==> config.mk <==
export PLATFORM = sky130hd
export DESIGN_NAME = joy_port_latch
export DESIGN_NICKNAME = d
export VERILOG_FILES = /design/src/rtl/joy_pkg.sv /design/src/rtl/joy_filter.sv /design/src/rtl/joy_port_latch.sv
export SDC_FILE = /design/constraint.sdc
export NUM_CORES = 1
export LEC_CHECK = 0
export ABC_AREA = 1
export BUFFER_PORTS_ARGS = -buffer_cell sky130_fd_sc_hd__buf_2
export CAP_MARGIN = 5
export CORE_MARGIN = 1
export CORE_UTILIZATION = 55
export CTS_CLUSTER_DIAMETER = 30
export CTS_CLUSTER_SIZE = 10
export DETAILED_ROUTE_END_ITERATION = 10
export GPL_TIMING_DRIVEN = 0
export PLACE_DENSITY = 0.83
export SYNTH_ARGS = -nofsm -noshare
export SYNTH_HDL_FRONTEND = slang
export SYNTH_HIERARCHICAL = 1
export SYNTH_SLANG_ARGS = --single-unit
==> constraint.sdc <==
create_clock -name clk14 -period 5.25 [get_ports clk14]
set_clock_uncertainty 0.15 [all_clocks]
set_input_delay 0.525 -clock clk14 [delete_from_list [all_inputs] [get_ports clk14]]
set_output_delay 0.525 -clock clk14 [all_outputs]
set_load 0.02 [all_outputs]
==> src/rtl/joy_pkg.sv <==
// Shared types and constants for the joystick port latch: the packed joystick word,
// the port offsets at 0x250..0x253 and the default filter parameters.
package joy_pkg;

    typedef struct packed {
        logic [1:0]  jtype;
        logic [11:0] status;
    } joy_state_t;

    localparam int JOY_W = 14;

    localparam logic [1:0] OFS_J1_LO = 2'd0;
    localparam logic [1:0] OFS_J1_HI = 2'd1;
    localparam logic [1:0] OFS_J2_LO = 2'd2;
    localparam logic [1:0] OFS_J2_HI = 2'd3;

    localparam int DEF_STABLE_CNT  = 16;
    localparam int DEF_SYNC_STAGES = 2;

    localparam joy_state_t JOY_RESET = '0;

    function automatic logic [7:0] joy_lo_byte(joy_state_t s);
        return s.status[7:0];
    endfunction

    // The high byte carries the type in the top two bits, then two zero bits,
    // then the upper status nibble.
    function automatic logic [7:0] joy_hi_byte(joy_state_t s);
        return {s.jtype, 2'b00, s.status[11:8]};
    endfunction

endpackage

==> src/rtl/joy_filter.sv <==
// Brings one asynchronous joystick word into clk14 and accepts a new value only
// after it has been seen unchanged for STABLE_CNT consecutive clock samples.
module joy_filter
    import joy_pkg::*;
#(
    parameter int SYNC_STAGES = DEF_SYNC_STAGES,
    parameter int STABLE_CNT  = DEF_STABLE_CNT
) (
    input  logic       clk14,
    input  logic       reset,
    input  joy_state_t raw_i,
    output joy_state_t stable_o,
    output logic       chg_o
);

    localparam logic [7:0] CNT_LAST = 8'(STABLE_CNT - 1);

    joy_state_t [SYNC_STAGES-1:0] sync_q;
    joy_state_t                   sync_w;

    joy_state_t cand_q, cand_d;
    joy_state_t stable_q, stable_d;
    logic [7:0] cnt_q, cnt_d;

    always_ff @(posedge clk14 or posedge reset) begin
        if (reset) begin
            sync_q <= '0;
        end else begin
            sync_q <= {sync_q[SYNC_STAGES-2:0], raw_i};
        end
    end

    assign sync_w = sync_q[SYNC_STAGES-1];

    // Any difference from the candidate restarts the count; once the count
    // reaches its last value it saturates and the candidate is committed.
    always_comb begin
        cand_d   = cand_q;
        cnt_d    = cnt_q;
        stable_d = stable_q;
        if (sync_w != cand_q) begin
            cand_d = sync_w;
            cnt_d  = 8'd0;
        end else if (cnt_q < CNT_LAST) begin
            cnt_d = cnt_q + 8'd1;
        end else begin
            stable_d = cand_q;
        end
    end

    always_ff @(posedge clk14 or posedge reset) begin
        if (reset) begin
            cand_q   <= JOY_RESET;
            cnt_q    <= 8'd0;
            stable_q <= JOY_RESET;
        end else begin
            cand_q   <= cand_d;
            cnt_q    <= cnt_d;
            stable_q <= stable_d;
        end
    end

    assign stable_o = stable_q;
    assign chg_o    = (stable_d != stable_q);

endmodule

==> src/rtl/joy_port_latch.sv <==
// ISA joystick port block at 0x250..0x253: filtered per-joystick state, a snapshot
// taken on each low-byte read so the high byte matches it, and sticky change flags.
module joy_port_latch
    import joy_pkg::*;
#(
    parameter int SYNC_STAGES = DEF_SYNC_STAGES,
    parameter int STABLE_CNT  = DEF_STABLE_CNT
) (
    input  logic        clk14,
    input  logic        reset,
    input  logic [11:0] status1,
    input  logic [1:0]  type1,
    input  logic [11:0] status2,
    input  logic [1:0]  type2,
    input  logic        rd_stb,
    input  logic [1:0]  rd_addr,
    output logic [7:0]  rd_data,
    output logic [1:0]  changed
);

    joy_state_t raw1_w, raw2_w;
    joy_state_t stable1_w, stable2_w;
    logic       chg1_w, chg2_w;

    joy_state_t snap1_q, snap1_d;
    joy_state_t snap2_q, snap2_d;
    logic [7:0] rd_data_q, rd_data_d;
    logic [1:0] changed_q, changed_d;

    assign raw1_w = '{jtype: type1, status: status1};
    assign raw2_w = '{jtype: type2, status: status2};

    joy_filter #(
        .SYNC_STAGES (SYNC_STAGES),
        .STABLE_CNT  (STABLE_CNT)
    ) u_filter1 (
        .clk14    (clk14),
        .reset    (reset),
        .raw_i    (raw1_w),
        .stable_o (stable1_w),
        .chg_o    (chg1_w)
    );

    joy_filter #(
        .SYNC_STAGES (SYNC_STAGES),
        .STABLE_CNT  (STABLE_CNT)
    ) u_filter2 (
        .clk14    (clk14),
        .reset    (reset),
        .raw_i    (raw2_w),
        .stable_o (stable2_w),
        .chg_o    (chg2_w)
    );

    // Reads use the registered stable values, so a commit on the same edge is
    // not yet visible; the flag set is applied after the clear so it wins.
    always_comb begin
        snap1_d   = snap1_q;
        snap2_d   = snap2_q;
        rd_data_d = rd_data_q;
        changed_d = changed_q;
        if (rd_stb) begin
            unique case (rd_addr)
                OFS_J1_LO: begin
                    snap1_d      = stable1_w;
                    rd_data_d    = joy_lo_byte(stable1_w);
                    changed_d[0] = 1'b0;
                end
                OFS_J1_HI: rd_data_d = joy_hi_byte(snap1_q);
                OFS_J2_LO: begin
                    snap2_d      = stable2_w;
                    rd_data_d    = joy_lo_byte(stable2_w);
                    changed_d[1] = 1'b0;
                end
                OFS_J2_HI: rd_data_d = joy_hi_byte(snap2_q);
                default:   rd_data_d = rd_data_q;
            endcase
        end
        if (chg1_w) changed_d[0] = 1'b1;
        if (chg2_w) changed_d[1] = 1'b1;
    end

    always_ff @(posedge clk14 or posedge reset) begin
        if (reset) begin
            snap1_q   <= JOY_RESET;
            snap2_q   <= JOY_RESET;
            rd_data_q <= 8'h00;
            changed_q <= 2'b00;
        end else begin
            snap1_q   <= snap1_d;
            snap2_q   <= snap2_d;
            rd_data_q <= rd_data_d;
            changed_q <= changed_d;
        end
    end

    assign rd_data = rd_data_q;
    assign changed = changed_q;

endmodule

Word level (Yosys, flattened, before mapping)

Cells that the tools add are included.

Eq/ne operators: 7
Reduce and logical (&&, ||, !) cells: 11
Muxes and demuxes: 14
$lt $le $gt $ge: 2
$add $sub $neg: 2

Operators with widths:

| operator              | count |
|---|---|
| $mux W14              | 4 |
| $ne A14 B14 Y1        | 4 |
| $mux W8               | 4 |
| $pmux W8 S4           | 1 |
| $add A8 B1 Y8 const B | 2 |
| $lt A8 B4 Y1 const B  | 2 |
| $reduce_bool A2 Y1    | 6 |
| $reduce_and A2 Y1     | 4 |
| $eq A2 B2 Y1 const B  | 2 |
| $mux W1               | 4 |
| $eq A2 B1 Y1 const B  | 1 |
| $logic_not A2 Y1      | 1 |
| $mux W2               | 1 |

Word-level logic and storage cells: 61
Register bits: 166

Logic depth before layout (Yosys ltp)

Word-level depth: 6
Mapped depth: 16
Mapped depth without buffers: 15

Hierarchy

The synthesis kept the hierarchy.

Modules (own cells, without submodules):

| module                 | cells each | instances | area an instance (um^2) |
|---|---|---|---|
| joy_filter (u_filter1) | 340        | 1         | 2871.5 |
| joy_filter (u_filter2) | 339        | 1         | 2864.0 |
| joy_port_latch         | 140        | 1         | 1089.8 |

Worst setup path after synthesis

No wires, ideal clock.

Path type: register to register
Start point: reg u_filter1.cnt_q[0]
End point: reg changed_q[0] (netlist: changed[0])
Period minus slack after synthesis: 1.985 ns
Stages on the path, launching flop included: 12
Path slack: 3.265 ns
Data arrival time: 1.716 ns
Required time: 4.982 ns
Path buffers: 1
Cells stage by stage: dfrtp_1 -> ha_1 -> nand3_1 -> nand3_1 -> buf_2 -> o21ai_0 -> nand2_2 -> nand3_1 -> nand3_1 -> nor2_1 -> nand3_1 -> a21o_1

Cells in the longest elaborated chain, start to end: 6
Elaborated cells on any way between the ends: 8
Classes of those cells: order compare: 1; eq/ne: 1; mux: 3; reduce/logical: 3

Ends and longest elaborated chain:

| item                                | RTL line             | RTL |
|---|---|---|
| start: declaration                  | joy_filter.sv:23     | `logic [7:0] cnt_q, cnt_d;` |
| start signal: assignment            | joy_filter.sv:58     | `cnt_q <= cnt_d;` |
| $lt A8 B4 Y1 *                      | joy_filter.sv:44     | `end else if (cnt_q < CNT_LAST) begin` |
| $mux W14 *                          | joy_filter.sv:44     |  |
| $mux W14 *                          | joy_filter.sv:41     | `if (sync_w != cand_q) begin` |
| $ne A14 B14 Y1 *                    | joy_filter.sv:64     | `assign chg_o = (stable_d != stable_q);` |
| via chg1_w                          | joy_port_latch.sv:23 | `logic chg1_w, chg2_w;` |
| $reduce_bool A2 Y1 (no source line) | --                   |  |
| $reduce_and A2 Y1 (no source line)  | --                   |  |
| end signal: assignment              | joy_port_latch.sv:93 | `changed_q <= changed_d;` |
| end: declaration                    | joy_port_latch.sv:28 | `logic [1:0] changed_q, changed_d;` |

Mark *: on every way through the listed nets, which the timed path passes. The rest lies on a longest branch.
A chain may end at the register's enable or synchronous reset.

Worst setup path after layout

Ends and elaborated chain as after synthesis.

==> flow_summary.yaml <==
timing:
  fmax_mhz: 406.2
  drv_slew: 0
  period_needed_ps: 2462
  final-setup-viol-count: 0
  worst_pin_slew_ps: 834.0
  hold_viol_final: 0
  max-slew-margin-rel_pct: 44.34
  rsz0062_at_grt: "false"
  period_share_pct: 46.90
  tns_ps: 0
power_and_ir_drop:
  swShare_pct: 21.59
  p_leak_nw: 4.077
  p_comb_share_pct: 4.9
  seqPwrFrac_pct: 46.9
  power_density_nw_per_um2: 328.0
  power_frac_clock_pct: 48.1
  switching_power_mw: 0.5595
  ir_worst_vdd_uv: 271.2
  p_int_mw: 2.032
synth:
  synthTopCellsByArea: "dfrtp_1 55%, nand2_1 14%, inv_1 7.1%"
  synth_ff_type: "dfrtp_1"
  synth_top_area_share_pct: 55.00
  ys_seq_area_share_pct: 55.00
  synthTopCellsByCount: "247 x nand2_1, 150 x dfrtp_1, 129 x inv_1"
  async_flop_share_pct: 100.0
  syn-cell-area_sq_um: 6825
  ys_warn_count: 6
  synth_fp_nets: 854
  synth_edf_count: 0
  ys_ff_latch: 150
  synth_cell_types: 29
  postSynthAreaPerCell_sq_um: 8.334
  synth.largest_area_cell: "dfrtp_1"
  synthCells: 819
  yosysMostFrequentCell: "nand2_1"
setup_path:
  worst_ep_arrival_time_ps: 2610
  r2r_slack_ps: 2790
  regToRegStartpoint: "u_filter1/cnt_q[0]$_DFFE_PP0P_"
  crit_path_start: "u_filter1/cnt_q[0]$_DFFE_PP0P_"
  crit_type: "reg2reg"
  slowest_delay_ps: 410
  cp_slowest_cell: "dfrtp_1"
  cp-end-kind: "register"
  critPathLaunchType: "register"
  crit_chain: "ha_1, nand3_1, nand3_1, buf_2, o21ai_0, inv_1, nand3_1, nand2_1, inv_1, nand2_1, nor2_1, nand3_1, a21o_1"
  required_ps: 5400
  cp_max_fo: 10
  cpMostUsedCell: "nand3_1"
job:
  cap_violations: 0
finish:
  drive_above_1_share_pct: 14.64
  final_util_pct: 65.51
  antennaDiodeCount: 0
  synthToLayoutAreaGrowth_pct: 15.77
  nNetsFinal: 917
global_routing:
  overflow: 0
  grtUsageTotal_pct: 23.69
  grt_pass1_vias: 5221
  grt_start_max_net_pins: 37
  grt_first_pass_wirelength_mm: 23.40
  antenna_found_initial: 0
clock_network:
  cts_made_buffers: 17
  cts.sinks: 150
  cts_tree: "built"
  ctsLongestPathBuffers: 2
  post_cts_buffers: 0
  holdBufCountCts: 0
  cts_resized: 0
  clockRootBuffer: "clkbuf_16"
  h-tree-depth: 4
  path_clk_slew_ps: 60
  clk_latency_ps: 420
drt:
  drc: 0
  dr.first_iter.drc_count: 377
  firstDrtPassIters: 7
  vias_per_cell: 4.914
  wl_per_cell_um: 12.55
  ant_nets: 0
  drt_wl_total_mm: 13.34
  dr_total_vias: 5224
floorplan:
  dieArea_sq_um: 12860
  start_util_pct: 56.59
  die_w_um: 113.4
  coreArea_sq_um: 12060
  fp-row-count: 40
  die_h_um: 113.4
  ios: 43
place:
  place_hpwl_mm: 9.607
  io_buffers: 42
  routabilityCongestion: 0.8948
hold_path:
  worstHoldPathType: "in2reg"
  min-delay-start: "status2[4]"
status:
  status: "finished, final reports clean"
==> worst max-delay path, delay by kind of cell, from the launching register on <==
kind,cells,cell delay [ps]
AOI/OAI and AO/OA,2,450
buffers and inverters,3,400
adders and majority gates,1,220
DFF,1,410
and+or+nand+nor,7,720
==> layout by cell type, fill, tap and decap left out, drive strengths merged <==
cell	n
clkinv	3
a21o	2
buf	59
nand3	48
xor2	4
o21bai	6
dfrtp	150
nor2	60
o21ai	56
inv	139
nand4	29
nand3b	3
clkbuf	51
nand2	255
ha	2
a21oi	12
xnor2	6
bufinv	4
clkinvlp	6
==> area by class of cell <==
cell class | count | area [sq um]
Fill cell | 978 | 4160
Sequential cell | 150 | 3754
Clock inverter | 12 | 178.9
Tap cell | 168 | 210.2
Inverter | 140 | 529.3
Buffer | 46 | 230.2
Clock buffer | 20 | 436.7
Timing Repair Buffer | 44 | 250.2
Multi-Input combinational cell | 483 | 2312
==> path summary, 6_finish.rpt <==
check                                             endpoint  cells after the start
hold reg to reg             u_filter2/sync_q[14]$_DFF_PP0_                      0
setup reg to reg                    changed[0]$_DFFE_PP0P_                     13
hold / removal               u_filter2/sync_q[4]$_DFF_PP0_                      1
max in group asynchronous  u_filter1/cand_q[0]$_DFFE_PP0P_                      3
min in group asynchronous  u_filter2/stable_o[2]$_DFF_PP0_                      2
setup / recovery                    changed[0]$_DFFE_PP0P_                     13
==> through the flow <==
| step | power (mW) | setup slack (ps) | cell area [sq um] | cells | hold slack (ps) |
|---|---|---|---|---|---|
| after floorplan | 1.320 | 2977 | 6825 | 819 | 181.2 |
| after global placement | 1.355 | 2189 | 7246 | 1029 | 182.1 |
| after detailed placement | 1.367 | 2944 | 7286 | 1031 | 184.7 |
| after CTS | 2.625 | 2839 | 7901 | 1063 | 36.90 |
| after global routing | 2.693 | 2643 | 7901 | 1063 | 35.04 |
| final | 2.592 | 2788 | 7901 | 1063 | 50.72 |
==> power by group through the flow <==
stage / clock [mW] / sequential, mW / combinational [mW]
after CTS: 1.28 / 1.22 / 0.130
after global placement: 0 / 1.23 / 0.121
after global routing: 1.32 / 1.22 / 0.148
after detailed placement: 0 / 1.24 / 0.130
final: 1.25 / 1.22 / 0.127
after floorplan: 0 / 1.23 / 0.0855
==> state kept, by name, summed over array words and instances, names as in the netlist, 8 cells and up <==
name / count
rd_data: 8
u_filter1/cand_q: 14
u_filter1/cnt_q: 8
u_filter1/stable_o: 14
u_filter1/sync_q: 28
u_filter2/cand_q: 14
u_filter2/cnt_q: 8
u_filter2/stable_o: 14
u_filter2/sync_q: 28
==> cells by family after synthesis <==
family                   share of synthesized area, %
AND/OR/NAND/NOR                                 26.36
XOR/XNOR                                        1.283
AO/OA/AOI/OAI                                   5.866
flip-flops                                      55.00
buffers and inverters                           11.13
adder cells (fa/ha/maj)                        0.3666
==> per-layer routing <==
metal	vias to the layer above	GRT usage, %	wire length, um
li1	2620	-	-
met1	2414	31.35	6095
met2	161	37.34	6302
met3	29	5.367	645
met4	0	11.40	299
met5	-	0	0
Note: power is estimated with default switching activity, not from simulation.
